<file path="src/rtl/bcd_pkg.sv">
// Shared types and constants for the serial BCD adder/subtractor.
package bcd_pkg;

   typedef enum logic [1:0] {
      IDLE,
      RUN,
      FIX,
      DONE
   } state_e;

   localparam logic [3:0] BCD_MAX  = 4'd9;
   localparam logic [3:0] BCD_CORR = 4'd6;

   // True when a nibble is a legal decimal digit.
   function automatic logic digit_valid(input logic [3:0] d);
      return (d <= BCD_MAX);
   endfunction

endpackage

</file>
<file path="src/rtl/bcd_digit_adder.sv">
// Single-digit BCD adder cell: binary add plus decimal correction.
module bcd_digit_adder
   import bcd_pkg::*;
(
   input  logic [3:0] x_i,
   input  logic [3:0] y_i,
   input  logic       cin_i,
   output logic [3:0] sum_o,
   output logic       cout_o
);

   logic [4:0] bin_sum;

   // Binary sum of the two digits, corrected by +6 when it exceeds nine.
   always_comb begin
      bin_sum = {1'b0, x_i} + {1'b0, y_i} + {4'b0000, cin_i};
      if (bin_sum > {1'b0, BCD_MAX}) begin
         sum_o  = bin_sum[3:0] + BCD_CORR;
         cout_o = 1'b1;
      end else begin
         sum_o  = bin_sum[3:0];
         cout_o = 1'b0;
      end
   end

endmodule

</file>
<file path="src/rtl/bcd_addsub_serial.sv">
// Digit-serial BCD adder/subtractor with sign-magnitude result and
// start/ready/done handshake; one shared digit cell serves RUN and FIX.
module bcd_addsub_serial
   import bcd_pkg::*;
#(
   parameter int unsigned DIGITS = 4
) (
   input  logic                  clk,
   input  logic                  rst_n,
   input  logic                  start,
   input  logic                  sub,
   input  logic [4*DIGITS-1:0]   a,
   input  logic [4*DIGITS-1:0]   b,
   output logic                  ready,
   output logic                  done,
   output logic [4*DIGITS-1:0]   result,
   output logic                  cout,
   output logic                  neg,
   output logic                  err
);

   localparam int unsigned   IW   = (DIGITS > 1) ? $clog2(DIGITS) : 1;
   localparam logic [IW-1:0] LAST = IW'(DIGITS - 1);

   state_e               state_q;
   logic [IW-1:0]        idx_q;
   logic [4*DIGITS-1:0]  a_q;
   logic [4*DIGITS-1:0]  b_q;
   logic [4*DIGITS-1:0]  result_q;
   logic                 sub_q;
   logic                 carry_q;
   logic                 ready_q;
   logic                 done_q;
   logic                 cout_q;
   logic                 neg_q;
   logic                 err_q;

   logic                 ops_ok;
   logic [3:0]           add_x;
   logic [3:0]           add_y;
   logic [3:0]           dsum;
   logic                 dcarry;

   // Every nibble of both latched operands must be a decimal digit.
   always_comb begin
      ops_ok = 1'b1;
      for (int unsigned i = 0; i < DIGITS; i++) begin
         if (!digit_valid(a_q[4*i +: 4]) || !digit_valid(b_q[4*i +: 4])) begin
            ops_ok = 1'b0;
         end
      end
   end

   // Operand mux: A with B or its 9's complement in RUN, 9's complement of
   // the partial result in FIX (ten's-complement negation with carry-in 1).
   always_comb begin
      if (state_q == FIX) begin
         add_x = BCD_MAX - result_q[4*idx_q +: 4];
         add_y = 4'd0;
      end else begin
         add_x = a_q[4*idx_q +: 4];
         add_y = sub_q ? (BCD_MAX - b_q[4*idx_q +: 4]) : b_q[4*idx_q +: 4];
      end
   end

   bcd_digit_adder u_digit (
      .x_i    (add_x),
      .y_i    (add_y),
      .cin_i  (carry_q),
      .sum_o  (dsum),
      .cout_o (dcarry)
   );

   // Control FSM, digit sequencing and all output registers.
   always_ff @(posedge clk or negedge rst_n) begin
      if (!rst_n) begin
         state_q  <= IDLE;
         idx_q    <= '0;
         a_q      <= '0;
         b_q      <= '0;
         result_q <= '0;
         sub_q    <= 1'b0;
         carry_q  <= 1'b0;
         ready_q  <= 1'b1;
         done_q   <= 1'b0;
         cout_q   <= 1'b0;
         neg_q    <= 1'b0;
         err_q    <= 1'b0;
      end else begin
         done_q <= 1'b0;
         if (ready_q && start) begin
            a_q      <= a;
            b_q      <= b;
            sub_q    <= sub;
            idx_q    <= '0;
            carry_q  <= sub;
            result_q <= '0;
            cout_q   <= 1'b0;
            neg_q    <= 1'b0;
            err_q    <= 1'b0;
            ready_q  <= 1'b0;
            state_q  <= RUN;
         end else begin
            unique case (state_q)
               IDLE: ;
               RUN: begin
                  // Operand validity is judged on the latched copy in the
                  // first RUN cycle, so an error completes one edge after accept.
                  if ((idx_q == '0) && !ops_ok) begin
                     result_q <= '0;
                     err_q    <= 1'b1;
                     ready_q  <= 1'b1;
                     done_q   <= 1'b1;
                     state_q  <= DONE;
                  end else begin
                     result_q[4*idx_q +: 4] <= dsum;
                     carry_q                <= dcarry;
                     if (idx_q == LAST) begin
                        if (!sub_q || dcarry) begin
                           cout_q  <= sub_q ? 1'b0 : dcarry;
                           ready_q <= 1'b1;
                           done_q  <= 1'b1;
                           state_q <= DONE;
                        end else begin
                           idx_q   <= '0;
                           carry_q <= 1'b1;
                           state_q <= FIX;
                        end
                     end else begin
                        idx_q <= idx_q + 1'b1;
                     end
                  end
               end
               FIX: begin
                  result_q[4*idx_q +: 4] <= dsum;
                  carry_q                <= dcarry;
                  if (idx_q == LAST) begin
                     neg_q   <= 1'b1;
                     ready_q <= 1'b1;
                     done_q  <= 1'b1;
                     state_q <= DONE;
                  end else begin
                     idx_q <= idx_q + 1'b1;
                  end
               end
               DONE: state_q <= IDLE;
               default: state_q <= IDLE;
            endcase
         end
      end
   end

   assign ready  = ready_q;
   assign done   = done_q;
   assign result = result_q;
   assign cout   = cout_q;
   assign neg    = neg_q;
   assign err    = err_q;

endmodule

</file>
<file path="config.mk">
export PLATFORM = sky130hd
export DESIGN_NAME = bcd_addsub_serial
export DESIGN_NICKNAME = d
export VERILOG_FILES = /design/src/rtl/bcd_pkg.sv /design/src/rtl/bcd_digit_adder.sv /design/src/rtl/bcd_addsub_serial.sv
export SDC_FILE = /design/constraint.sdc
export NUM_CORES = 1
export LEC_CHECK = 0
export CORE_MARGIN = 2
export CORE_UTILIZATION = 65
export CTS_BUF_LIST = sky130_fd_sc_hd__clkbuf_4 sky130_fd_sc_hd__clkbuf_8
export CTS_CLUSTER_DIAMETER = 60
export CTS_CLUSTER_SIZE = 14
export DETAILED_ROUTE_END_ITERATION = 6
export DONT_BUFFER_PORTS = 1
export GPL_TIMING_DRIVEN = 0
export PLACE_DENSITY_LB_ADDON = 0.15
export SLEW_MARGIN = 20
export SYNTH_ARGS = -nofsm -noshare
export SYNTH_HDL_FRONTEND = slang
export SYNTH_SLANG_ARGS = --single-unit
</file>
<file path="constraint.sdc">
create_clock -name clk -period 7.75 [get_ports clk]
set_clock_uncertainty 0.05 [all_clocks]
set_input_delay 1.55 -clock clk [delete_from_list [all_inputs] [get_ports clk]]
set_output_delay 1.55 -clock clk [all_outputs]
set_load 0.02 [all_outputs]
</file>
# After elaboration in Yosys (flattened, before gate mapping)
# Cells that the tools add are included.
dict set report word_totals {
  ff_bits 59
  input_bits 36
  out_inout_bits 21
  wordCells 129
}
dict set report op_classes {
  addsub 7
  n_lt_le_gt_ge 9
  eq_ne 11
  n_shift 5
  muxes 53
  reduce_logical 32
}
# operator n
set op_table {}
lappend op_table {{$shiftx A16 B5 Y4} 3}
lappend op_table {{$neg A4 Y34} 1}
lappend op_table {{$shift A4 B34 Y16 const A} 1}
lappend op_table {{$shiftx A4 B34 Y16} 1}
lappend op_table {{$le A4 B4 Y1 const B} 8}
lappend op_table {{$mux W16} 2}
lappend op_table {{$pmux W16 S2} 1}
lappend op_table {{$mux W1} 31}
lappend op_table {{$mux W2} 9}
lappend op_table {{$bwmux W16} 1}
lappend op_table {{$mux W4} 4}
lappend op_table {{$ne A4 B4 Y1 const B} 3}
lappend op_table {{$reduce_and A4 Y1} 3}
lappend op_table {{$logic_not A1 Y1} 10}
lappend op_table {{$reduce_bool A2 Y1} 5}
lappend op_table {{$sub A4 B4 Y4 const A} 2}
lappend op_table {{$eq A2 B2 Y1 const B} 3}
lappend op_table {{$ne A3 B3 Y1 const B} 2}
lappend op_table {{$pmux W1 S2} 3}
lappend op_table {{$pmux W2 S3} 1}
lappend op_table {{$reduce_and A2 Y1} 3}
lappend op_table {{$add A4 B4 Y5} 1}
lappend op_table {{$add A5 B1 Y5} 1}
lappend op_table {{$gt A5 B4 Y1 const B} 1}
lappend op_table {{other kinds (12)} 17}

# Depth between registers and ports, before layout
dict set report depth {
  word_depth 14
  ltp_mapped 16
  depth_no_buf 14
}

# Modules after synthesis
# Synthesis repeated with hierarchy kept, for this count alone.
dict set report hier_totals {
  cells_unflattened 331
  area_unflattened_um2 3248.1
}
# module n_inst cells_per_inst area_each_um2 seq_area_each_um2
set modules_own_cells {}
lappend modules_own_cells {bcd_addsub_serial 1 308 3030.4 1477.7}
lappend modules_own_cells {bcd_digit_adder 1 23 217.7 0.0}

# Worst setup path before layout
# OpenSTA, ideal clock, no wires.
dict set report synth_timing {
  kind {register to register}
  from {register idx_q[0]}
  to {register result_q[11] (netlist: result[11])}
  setup_time_ns 0.121
  arrival_time_ns 3.167
  required_ns 7.579
  setup_slack_ns 4.412
  path_stages_with_launch 13
  n_path_buf 2
  period_less_slack_ns 3.338
  path_cell_list {dfrtp_1 -> buf_4 -> buf_2 -> mux4_2 -> a21oi_1 -> fa_1 -> inv_1 -> fa_1 -> xnor2_1 -> and2_4 -> nor2_1 -> mux2_2 -> a22o_1}
}
dict set report synth_via {
  elab_chain_cells 13
  word_cells_on_any_way 22
  classes_between {add/sub: 6; order compare: 1; shift: 5; mux: 8; reduce/logical: 2}
}
# item line_no
set synth_lines {}
lappend synth_lines {{from (decl)} bcd_addsub_serial.sv:26} ;# logic [IW-1:0] idx_q;
lappend synth_lines {{from (signal assigned)} bcd_addsub_serial.sv:130} ;# idx_q <= idx_q + 1'b1;
lappend synth_lines {{from (signal assigned)} bcd_addsub_serial.sv:143} ;# idx_q <= idx_q + 1'b1;
lappend synth_lines {{$shiftx A16 B5 Y4} bcd_addsub_serial.sv:62} ;# add_y = sub_q ? (BCD_MAX - b_q[4*idx_q +: 4]) : b_q[4*idx_q +: 4];
lappend synth_lines {{$sub A4 B4 Y4} bcd_addsub_serial.sv:62}
lappend synth_lines {{$mux W4} bcd_addsub_serial.sv:62}
lappend synth_lines {{$mux W4} bcd_addsub_serial.sv:57} ;# if (state_q == FIX) begin
lappend synth_lines {{$add A4 B4 Y5} bcd_digit_adder.sv:16} ;# bin_sum = {1'b0, x_i} + {1'b0, y_i} + {4'b0000, cin_i};
lappend synth_lines {{$add A5 B1 Y5} bcd_digit_adder.sv:16}
lappend synth_lines {{$add A4 B3 Y4 or $gt A5 B4 Y1 (tied branches)} {bcd_digit_adder.sv:18, bcd_digit_adder.sv:17}}
lappend synth_lines {{$mux W4} bcd_digit_adder.sv:17} ;# if (bin_sum > {1'b0, BCD_MAX}) begin
lappend synth_lines {{$shiftx A4 B34 Y16} {bcd_addsub_serial.sv:116, bcd_addsub_serial.sv:135}}
lappend synth_lines {{$bwmux W16} {bcd_addsub_serial.sv:116, bcd_addsub_serial.sv:135}}
lappend synth_lines {{$mux W16} bcd_addsub_serial.sv:109} ;# if ((idx_q == '0) && !ops_ok) begin
lappend synth_lines {{$pmux W16 S2 (*)} bcd_addsub_serial.sv:104} ;# unique case (state_q)
lappend synth_lines {{$mux W16 (*)} bcd_addsub_serial.sv:91} ;# if (ready_q && start) begin
lappend synth_lines {{to (signal, indexed assignment)} bcd_addsub_serial.sv:116} ;# result_q[4*idx_q +: 4] <= dsum;
lappend synth_lines {{to (signal, indexed assignment)} bcd_addsub_serial.sv:135} ;# result_q[4*idx_q +: 4] <= dsum;
lappend synth_lines {{to (decl)} bcd_addsub_serial.sv:29} ;# logic [4*DIGITS-1:0] result_q;
# Every way passes the cells marked *; elsewhere a longest branch is shown, timed or not.
# A chain may end at the register's enable or synchronous reset.

# Worst setup path after layout
dict set report layout_timing {
  from {register idx_q[0]}
  to {register result_q[2] (netlist: result[2])}
}
# Same word-level chain as after synthesis.

==> flow_summary_export.csv <==
group,metric,value,unit
clock_network,postCtsSetupBuffers,0,
die,ioPinCount,57,
detailed_routing,firstDrtPassIters,4,
final_layout,drive_above_1_share,15.2,%
clock_network,cts_resized,0,
global_route,grt_max_degree,60,
timing,rsz0062_at_grt,"no",
clock_network,clock-root-buffer,"clkbuf_8",
final_layout,nFillCells,394,
logic_synthesis,ys_seq_area_share,43.7,%
worst_setup_path,critPathLaunch,"idx_q[0]",
detailed_routing,wl,7380,um
die,die_w,76.1,um
logic_synthesis,syn_area,3380,um2
final_layout,area_delta_synth_final,8.99,%
die,std_cell_rows,26,
place,place.gp.congestion,0.906,
clock_network,clkSlewWorstSetupHoldPaths,0.06,ns
place,place_inst,411,
logic_synthesis,ys.warnings.count,0,
timing,tns,0,ns
final_layout,finalNetCount,406,
place,hpwl,5260,um
detailed_routing,drc,0,
clock_network,cts_sinks,59,
timing,setup_viol,0,
logic_synthesis,synth_seq_cells,59,
global_route,grt_use_total,28.0,%
global_route,antenna_found_initial,0,
logic_synthesis,yosysUniqueCellTypes,54,
timing,period_share,48.9,%
worst_setup_path,critPathLaunchType,"flop",
die,fp.dieH,76.1,um
worst_setup_path,crit_type,"flop to flop",
hold_path,hold_path_class,"flop to flop",
clock_network,cts_tree,"yes",
timing,fmaxAchievable,0.264,GHz
timing,slew_viol_final,0,
logic_synthesis,synth-edff-count,0,
clock_network,numCtsBuffers,9,
detailed_routing,drtAntennaViolNets,0,
detailed_routing,routed_via_density,5.93,
detailed_routing,dr_total_vias,2527,
logic_synthesis,syn_nets,395,
place,port_buffers,0,
timing,hold_violations,0,
clock_network,clkLatencyLatePin,0.34,ns
global_route,grt_pass1_vias,2568,
worst_setup_path,cp-end-kind,"flop",
detailed_routing,route.detailed.wl_per_inst,17.3,um
clock_network,htreeDepth,3,
timing,worst_pin_slew,0.554,ns
worst_setup_path,cp.arrival,4.01,ns
status,outcome,"finished, final reports clean",
final_layout,final_util,72.6,%
final_layout,n_antenna_cell,0,
hold_path,hold_path.startpoint,"b_q[12]",
worst_setup_path,worst-path-max-fanout,10,
detailed_routing,drtIter0Drc,186,
job,cap_viol_max_count,0,
die,die_area,5790,um2
logic_synthesis,synthFlopType,"dfrtp_1",
logic_synthesis,synthArstFlopShare,100,%
die,core_area,5070,um2
global_route,grt_remaining_overflow,0,
clock_network,cts_buffer_depth,2,
worst_setup_path,r2r_start,"idx_q[0]",
logic_synthesis,syn-instance-count,341,
worst_setup_path,crit_required,7.97,ns
final_layout,stdcell_count,426,
timing,slew_headroom,63.1,%
timing,timing.final.crit_period,3.79,ns
logic_synthesis,synth.avg_cell_area,9.91,um2
die,initial_core_util,66.6,%
clock_network,ctsHoldBuffers,0,
global_route,grt_pass1_wl,12500,um
[layout by cell type (no fill, tap or decap), types with 3 or more instances in the layout]
| cell type | instances |
|---|---|
| a22o_1 | 16 |
| mux4_2 | 12 |
| dfrtp_1 | 58 |
| nand2_1 | 113 |
| a21oi_2 | 3 |
| o21ai_0 | 9 |
| inv_1 | 15 |
| nor2_1 | 16 |
| buf_2 | 7 |
| clkbuf_1 | 9 |
| nand3_1 | 3 |
| ha_1 | 16 |
| mux2i_1 | 3 |
| o31ai_4 | 4 |
| clkbuf_8 | 13 |
| o21ai_1 | 5 |
| a21oi_1 | 4 |
[metrics by stage]
step                hold WS, ns  cell area (um2)  setup slack, ns
finish                    0.426             3680             3.96
global route              0.459             3680             3.72
CTS                       0.427             3680             3.91
detailed placement        0.411             3470             3.93
global placement          0.402             3470             3.98
floorplan                 0.390             3380             4.41
[synth_stat cells, drive strengths merged, types with 2 or more instances]
| cell | n | area (um2) |
|---|---|---|
| fa | 2 | 40.0 |
| a31o | 2 | 17.5 |
| nand2 | 113 | 424 |
| a211oi | 2 | 15.0 |
| nor2 | 17 | 71.3 |
| inv | 15 | 56.3 |
| o21ai | 16 | 103 |
| mux4 | 12 | 270 |
| nand2b | 3 | 26.3 |
| nand4 | 2 | 12.5 |
| o22ai | 2 | 12.5 |
| clkbuf | 9 | 33.8 |
| buf | 8 | 42.5 |
| o31ai | 5 | 92.6 |
| mux2i | 3 | 30.0 |
| a21oi | 8 | 62.6 |
| xor2 | 2 | 17.5 |
| a22o | 16 | 140 |
| nand3 | 3 | 15.0 |
| and4 | 2 | 17.5 |
| xnor2 | 3 | 33.8 |
| dfrtp | 58 | 1450 |
| and2 | 2 | 15.0 |
| ha | 16 | 200 |
| o211ai | 3 | 27.5 |
[registers in the layout, summed over array words and instances (netlist names)]
register / count
sub_q: 1
neg: 1
b_q: 16
a_q: 16
state_q: 2
idx_q: 2
cout: 1
done: 1
ready: 1
carry_q: 1
result: 16
err: 1
[critical path, cell delays in order, from the launching register on]
cell	delay [ns]
dfrtp_1	0.40
buf_4	0.23
buf_2	0.31
mux4_2	0.54
inv_1	0.11
ha_1	0.24
mux2i_1	0.19
nor2_1	0.07
ha_1	0.33
nor2_1	0.14
a21oi_2	0.06
xnor2_2	0.20
o21ai_4	0.21
mux2i_1	0.43
a22o_1	0.21
[cell type report]
type                            instances  area [um2]  share of cell area, %
Clock buffer                           14         186                   5.06
Sequential cell                        59        1480                   40.1
Tap cell                               70        87.6                   2.38
Multi-Input combinational cell        250        1770                   48.0
Clock inverter                          1        30.0                  0.815
Buffer                                 17        76.3                   2.07
Inverter                               15        56.3                   1.53
[cell families after synthesis]
group	Yosys count	synth area share, %
and+or+nand+nor	152	19.5
AOI/OAI and AO/OA	59	15.1
DFF	59	43.7
buffers and inverters	32	3.92
adders and majority gates	18	7.11
muxes	16	9.22
xor gates and xnor gates	5	1.52
[per-layer routing]
layer,vias to the layer above,global-route usage (%),share of wire [%]
li1,1193,-,-
met1,1244,36.5,43
met2,78,45.0,49
met3,12,8.29,6.4
met4,0,10.4,1.5
met5,-,0,0
[path summary, 6_finish.rpt]
check,endpoint,cells past startpoint,slack [ns]
worst max-delay path,result[2],14,3.96
worst min-delay path,b_q[12],2,0.43
worst max register to register,result[2],14,3.96
worst min register to register,b_q[12],2,0.43
max in group asynchronous,ready,0,6.62
min in group asynchronous,cout,0,0.85
Power is left out: the tool's default activity adds up to more than one toggle a clock period on the data nets, which glitch-free logic cannot reach.
